## src/rtl/instr_fetch_unit.sv

```systemverilog
// -----------------------------------------------------------------------------
// instr_fetch_unit
//
// Fetch stage that sits directly after the program counter. It samples pc_in
// and issues one instruction-memory request per instruction. It then holds the
// returned word until the decoder accepts it. The opcode of the held word is
// fed back to the PC, so JALR and sequential decisions are only taken on words
// that have actually been fetched.
//
// Optional feature (compile-time macro FETCH_TIMEOUT_EN):
//   defined   - a 5-bit counter runs while waiting for read data. After
//               TIMEOUT_CYCLES WAIT cycles with no response, a NOP is
//               substituted and timeout_err is raised. The late response for
//               that request is dropped when it arrives.
//   undefined - WAIT lasts until read data arrives; timeout_err is tied 0.
//
// Handshakes:
//   imem side : a request is transferred on a cycle where imem_req && imem_ready.
//               imem_addr is stable from REQ entry until that cycle. Exactly
//               one imem_rvalid pulse is expected per transferred request. It
//               may arrive in the same cycle (zero-wait) or later. rvalid in
//               any other situation is ignored.
//   decoder   : instr/instr_pc/opcode/err flags are valid and stable while
//               instr_valid is 1. The word is consumed on a cycle where
//               instr_valid && instr_ready. instr_ready without instr_valid
//               has no effect.
//
// Ports:
//   clk           in   1   clock, rising edge
//   reset         in   1   synchronous active-low reset
//   pc_in         in   32  fetch address from program counter
//   imem_req      out  1   request valid to instruction memory
//   imem_addr     out  32  request address (pc_in captured on REQ entry)
//   imem_ready    in   1   memory accepts request this cycle
//   imem_rvalid   in   1   read data valid
//   imem_rdata    in   32  read data
//   instr_valid   out  1   held instruction valid to decoder
//   instr_ready   in   1   decoder accepts held instruction
//   instr         out  32  held instruction
//   instr_pc      out  32  address the held instruction came from
//   opcode        out  7   instr[6:0] while instr_valid, else OP-IMM (7'b0010011)
//   misalign_err  out  1   held word is a NOP substituted for a misaligned pc
//   timeout_err   out  1   held word is a NOP substituted after a timeout
//   dbg_state_o   out  2   current FSM state (0 IDLE, 1 REQ, 2 WAIT, 3 HOLD)
// -----------------------------------------------------------------------------
module instr_fetch_unit #(
    parameter int          TIMEOUT_CYCLES = 16,
    parameter logic [31:0] NOP_INSTR      = 32'h0000_0013
) (
    input  logic        clk,
    input  logic        reset,
    input  logic [31:0] pc_in,
    output logic        imem_req,
    output logic [31:0] imem_addr,
    input  logic        imem_ready,
    input  logic        imem_rvalid,
    input  logic [31:0] imem_rdata,
    output logic        instr_valid,
    input  logic        instr_ready,
    output logic [31:0] instr,
    output logic [31:0] instr_pc,
    output logic [6:0]  opcode,
    output logic        misalign_err,
    output logic        timeout_err,
    output logic [1:0]  dbg_state_o
);

    typedef enum logic [1:0] {
        S_IDLE = 2'd0,
        S_REQ  = 2'd1,
        S_WAIT = 2'd2,
        S_HOLD = 2'd3
    } state_t;

    localparam logic [6:0] OPCODE_IDLE = 7'b0010011;

    state_t      state_q, state_d;
    logic [31:0] addr_q, addr_d;
    logic [31:0] instr_q, instr_d;
    logic [31:0] ipc_q, ipc_d;
    logic        mis_q, mis_d;
    logic        aligned;
    logic        rsp_valid;

`ifdef FETCH_TIMEOUT_EN
    logic [4:0]  cnt_q, cnt_d;
    logic        to_q, to_d;
    // Set when a request timed out. The next rvalid belongs to that abandoned
    // request and must not be taken as the response to a newer one.
    logic        drop_q, drop_d;

    assign rsp_valid = imem_rvalid && !drop_q;
`else
    // The timeout length only matters when the counter is built.
    logic unused_timeout_cfg;
    assign unused_timeout_cfg = (TIMEOUT_CYCLES == 0);
    assign rsp_valid = imem_rvalid;
`endif

    assign aligned = (addr_q[1:0] == 2'b00);

    // ------------------------------------------------------------------
    // State and datapath registers
    // ------------------------------------------------------------------
    always_ff @(posedge clk) begin
        if (!reset) begin
            state_q <= S_IDLE;
            addr_q  <= 32'h0;
            instr_q <= NOP_INSTR;
            ipc_q   <= 32'h0;
            mis_q   <= 1'b0;
`ifdef FETCH_TIMEOUT_EN
            cnt_q   <= 5'd0;
            to_q    <= 1'b0;
            drop_q  <= 1'b0;
`endif
        end else begin
            state_q <= state_d;
            addr_q  <= addr_d;
            instr_q <= instr_d;
            ipc_q   <= ipc_d;
            mis_q   <= mis_d;
`ifdef FETCH_TIMEOUT_EN
            cnt_q   <= cnt_d;
            to_q    <= to_d;
            drop_q  <= drop_d;
`endif
        end
    end

    // ------------------------------------------------------------------
    // Next-state logic
    // ------------------------------------------------------------------
    always_comb begin
        state_d = state_q;
        addr_d  = addr_q;
        instr_d = instr_q;
        ipc_d   = ipc_q;
        mis_d   = mis_q;
`ifdef FETCH_TIMEOUT_EN
        to_d    = to_q;
        // The counter is held at zero outside WAIT, so it starts from zero
        // on every WAIT entry.
        cnt_d   = 5'd0;
        drop_d  = drop_q;
        if (drop_q && imem_rvalid) begin
            drop_d = 1'b0;
        end
`endif

        case (state_q)
            S_IDLE: begin
                state_d = S_REQ;
                addr_d  = pc_in;
            end

            S_REQ: begin
                if (!aligned) begin
                    // The request is never issued. The NOP goes straight to the decoder.
                    state_d = S_HOLD;
                    instr_d = NOP_INSTR;
                    ipc_d   = addr_q;
                    mis_d   = 1'b1;
                end else if (imem_ready) begin
                    if (rsp_valid) begin
                        state_d = S_HOLD;
                        instr_d = imem_rdata;
                        ipc_d   = addr_q;
                    end else begin
                        state_d = S_WAIT;
                    end
                end
            end

            S_WAIT: begin
                if (rsp_valid) begin
                    state_d = S_HOLD;
                    instr_d = imem_rdata;
                    ipc_d   = addr_q;
                end
`ifdef FETCH_TIMEOUT_EN
                else if (cnt_q == 5'(TIMEOUT_CYCLES - 1)) begin
                    state_d = S_HOLD;
                    instr_d = NOP_INSTR;
                    ipc_d   = addr_q;
                    to_d    = 1'b1;
                    drop_d  = 1'b1;
                end else begin
                    cnt_d = cnt_q + 5'd1;
                end
`endif
            end

            S_HOLD: begin
                if (instr_ready) begin
                    state_d = S_REQ;
                    addr_d  = pc_in;
                    mis_d   = 1'b0;
`ifdef FETCH_TIMEOUT_EN
                    to_d    = 1'b0;
`endif
                end
            end

            default: begin
                state_d = S_IDLE;
            end
        endcase
    end

    // ------------------------------------------------------------------
    // Output logic
    // ------------------------------------------------------------------
    always_comb begin
        imem_req     = (state_q == S_REQ) && aligned;
        imem_addr    = addr_q;
        instr_valid  = (state_q == S_HOLD);
        instr        = instr_q;
        instr_pc     = ipc_q;
        // When nothing is held, the PC sees a harmless OP-IMM opcode, so it
        // never takes a JALR decision on stale data.
        opcode       = (state_q == S_HOLD) ? instr_q[6:0] : OPCODE_IDLE;
        misalign_err = mis_q;
`ifdef FETCH_TIMEOUT_EN
        timeout_err  = to_q;
`else
        timeout_err  = 1'b0;
`endif
        dbg_state_o  = state_q;
    end

endmodule

```

## config.mk

```make
export PLATFORM = sky130hd
export DESIGN_NAME = instr_fetch_unit
export DESIGN_NICKNAME = d
export VERILOG_FILES = /design/src/rtl/instr_fetch_unit.sv
export SDC_FILE = /design/constraint.sdc
export NUM_CORES = 1
export LEC_CHECK = 0
export CORE_MARGIN = 2
export CORE_UTILIZATION = 38
export DETAILED_ROUTE_END_ITERATION = 10
export PLACE_DENSITY_LB_ADDON = 0.12
export SYNTH_ARGS = -nofsm -noshare
export SYNTH_HDL_FRONTEND = slang
export SYNTH_SLANG_ARGS = --single-unit
```

## constraint.sdc

```tcl
create_clock -name clk -period 1.7 [get_ports clk]
set_clock_uncertainty 0.15 [all_clocks]
set_input_delay 0.17 -clock clk [delete_from_list [all_inputs] [get_ports clk]]
set_output_delay 0.17 -clock clk [all_outputs]
set_load 0.05 [all_outputs]
```

==> summary.md <==
| Metric | Value |
|---|---|
| Seq/Total Area, Yosys | `0.4921` |
| Ant diodes | `0` |
| Row cnt | `37` |
| Post-route cell area | `about 0.0064 sq mm` |
| Share of post-route cells with drive strength above 1 | `0.3029` |
| Post-Synth Simple-Gate Area | `0.1889` |
| Power density over the cells | `approximately 1900 mW/mm^2` |
| Layout net count | `approximately 730` |
| Fin. max-slew vios | `0` |
| YS warnings | `0` |
| Critical Path Start Type | `register` |
| Post-synthesis mux area share | `0.07704` |
| Layout Cells excl Fill | `between 700 and 800` |
| Leakage power | `0.002735 uW` |
| Final hold vios | `0` |
| Arrival @ worst endpoint | `roughly 1.5 ns` |
| Pin count of the biggest net entering global routing | `between 40 and 50` |
| Top post-synthesis cells by area | `dfxtp_1 (49%), nand2_1 (15%), mux2i_1 (7.7%)` |
| Layout Utilization | `0.6175` |
| H-tree depth | `3` |
| Worst VDD drop | `911.0 uV` |
| Dpl hpwl | `about 8.1 mm` |
| Clock transition at the registers of the reported paths | `~0.080 ns` |
| Drt total wl | `between 10 and 15 mm` |
| GR Overflow Total | `0` |
| Tightest Hold Check Type | `primary input to register` |
| Initial Utilization | `0.3901` |
| PortBufs | `176` |
| Min Tclk post-route | `1.799 ns` |
| Wirelength per Cell | `14.56 um` |
| Placed standard-cell area | `about 0.006 sq mm` |
| PnR worst setup slack | `-0.09917 ns` |
| Final worst-path cycle share | `1.058` |
| Clk buf depth | `2` |
| RePlAce Congestion | `0.7933` |
| Post-synthesis adder-cell area fraction | `0.01243` |
| Synth cell types | `35` |
| Post-synthesis average cell area | `8.662 sq um` |
| Core area | `~0.010 sq mm` |
| Sink Count | `between 90 and 100` |
| Drc violations | `0` |
| Crit path required time | `~1.4 ns` |
| Ports | `approximately 180` |
| Failing checks | `setup timing` |
| Cells after synthesis | `around 470` |
| Vias in the first global route | `about 3700` |
| Die H | `107.0 um` |
| Via count | `about 3800` |
| Area leader, netlist | `dfxtp_1` |
| Crit path max fanout | `9` |
| Placed cell count | `between 700 and 800` |
| Element type at the critical path end | `output port` |
| Drt first pass iters | `4` |
| RSZ-0062 raised after global routing | `true` |
| Top cell type's share of synthesized area | `0.4921` |
| Main combinational cell family by area after synthesis | `simple AND/OR/NAND/NOR gates` |
| Compound-cell area share of the yosys netlist | `0.1718` |
| ANT nets after route | `0` |
| Root buffer cell | `clkbuf_8` |
| Die area | `approximately 0.011 sq mm` |
| Cell area after synthesis | `between 0.004 and 0.005 sq mm` |
| Post-Syn Nets | `between 500 and 600` |
| Vias/cell | `4.773` |
| Seq cells post-synth | `99` |
| Tot GR Track Use | `0.1946` |
| Global-route wire length before repair | `roughly 18 mm` |
| Iteration-0 DRC Markers | `between 100 and 150` |
| # setup viols final | `66` |
| Clock latency on the worst-skew pair | `around 0.36 ns` |
| Critical path class | `register to output port` |
| Die W | `~110 um` |
| Area growth syn-to-layout | `58.28%` |
| Max-cap violations | `0` |
| XOR/XNOR Fraction of Synth Area | `0` |
| Status | `finished with violations` |
| Max frequency | `0.5558 GHz` |
| CTS Hold Bufs | `0` |
| CTS tree | `built` |
| Initial antenna violation count | `0` |
| Dpl ws | `-0.1360 ns` |
| Clock buffers created by TritonCTS | `9` |
| # fillers | `896` |
## worst max-delay path: stages, from the launching register on
cell and delay, ns:
dfxtp_4 0.35, buf_4 0.15, ha_4 0.17, buf_12 0.14, and2_4 0.16, buf_12 0.14
## flip-flops by register name (all words and copies together), names as in the netlist
register / cells
misalign_err: 1
dbg_state_o: 2
instr_pc: 32
imem_addr: 32
instr: 32
## timing repair
item / CTS / global route
setup endpoints to repair: 41 / 105
setup buffers: 5 / 3
pin swaps: 1 / 2
hold endpoints to repair: 0 / 0
gates cloned: 0 / 4
gates resized for setup: 17 / 27
## layer usage
| metal | global-route usage | vias to the layer above | share of wire |
|---|---|---|---|
| met5 | 0 | - | 0 |
| li1 | - | 1901 | - |
| met3 | 0.04924 | 12 | 0.067 |
| met4 | 0.07885 | 0 | 0.016 |
| met1 | 0.2427 | 1748 | 0.44 |
| met2 | 0.3212 | 124 | 0.47 |
## synthesized netlist by cell type
cell type	instances
o21ai_0	12
o21ai_2	2
o311ai_0	1
a21boi_1	8
nor2b_1	3
a32o_1	2
o31ai_1	1
o21ai_1	21
a21oi_1	16
a21oi_2	10
conb_1	1
and2b_1	1
o211ai_1	3
nor3_1	1
buf_4	3
dfxtp_1	99
buf_6	4
nor4b_4	1
ha_1	4
buf_8	2
inv_1	5
nor2_4	1
a21boi_0	25
o21a_1	1
nand2b_1	3
nor2_2	1
nand2_1	160
mux2i_1	31
nor2_1	6
and2_4	1
a41oi_1	1
and2_1	6
buf_2	12
clkbuf_1	14
o22ai_1	3
## logic make-up after synthesis
kind of cell	count (synthesis)
multiplexers	31
buffers and inverters	40
AO/OA/AOI/OAI	106
AND/OR/NAND/NOR	184
adder cells (fa/ha/maj)	4
other	1
flip-flops	99
## layout by cell type (no fill, tap or decap), drive strengths merged
master | Yosys | routed
nand2 | 160 | 160
buf | 21 | 142
dfxtp | 99 | 99
clkdlybuf4s50 | 0 | 67
o21ai | 35 | 35
a21boi | 33 | 33
mux2i | 31 | 31
a21oi | 26 | 26
clkbuf | 14 | 13
nor2 | 8 | 8
and2 | 7 | 7
inv | 5 | 6
ha | 4 | 4
nand2b | 3 | 3
o211ai | 3 | 3
o22ai | 3 | 3
clkinv | 0 | 3
nor2b | 3 | 3
a32o | 2 | 2
and2b | 1 | 1
nor4b | 1 | 1
o21a | 1 | 1
nor3 | 1 | 1
o311ai | 1 | 1
o31ai | 1 | 1
a41oi | 1 | 1
conb | 1 | 1
clkinvlp | 0 | 1
## power breakdown
group          switching [uW]  internal [uW]  total (uW)  leakage [uW]
sequential                446           2950        3400      0.000812
combinational            4570           2870        7430       0.00184
clock                     775            557        1330     0.0000882
total                    5790           6380       12200       0.00274
## through the flow
step	hold slack, ns	setup TNS [ns]	total power (uW)
after floorplan	0.1587	-3.312	7954
after global placement	0.2923	-1.977	10120
after detailed placement	0.2989	-5.410	10230
after CTS	0.02979	-4.567	11700
after global routing	0.05874	-8.670	12820
final	0.04620	-3.806	12160
## cell type report
cell class	count	area, sq um	area share
Tap cell	136	170.2	0.02669
Clock buffer	10	137.6	0.02159
Inverter	5	21.27	0.003337
Multi-Input combinational cell	326	1932	0.3030
Clock inverter	5	28.78	0.004514
Sequential cell	99	1992	0.3125
Timing Repair Buffer	212	2093	0.3284
## final timing paths
path	from	to	slack, ns	cells past startpoint
hold / removal	reset	instr[0]$_SDFFE_PN1P_	0.05	2
setup reg to reg	dbg_state_o[0]$_SDFFE_PN0P_	instr_pc[23]$_SDFFE_PN0P_	-0.1	7
setup / recovery	dbg_state_o[0]$_SDFFE_PN0P_	opcode[3]	-0.1	5
hold reg to reg	instr_pc[26]$_SDFFE_PN0P_	instr_pc[26]$_SDFFE_PN0P_	0.31	2
Note: power is estimated with default switching activity, not from simulation.
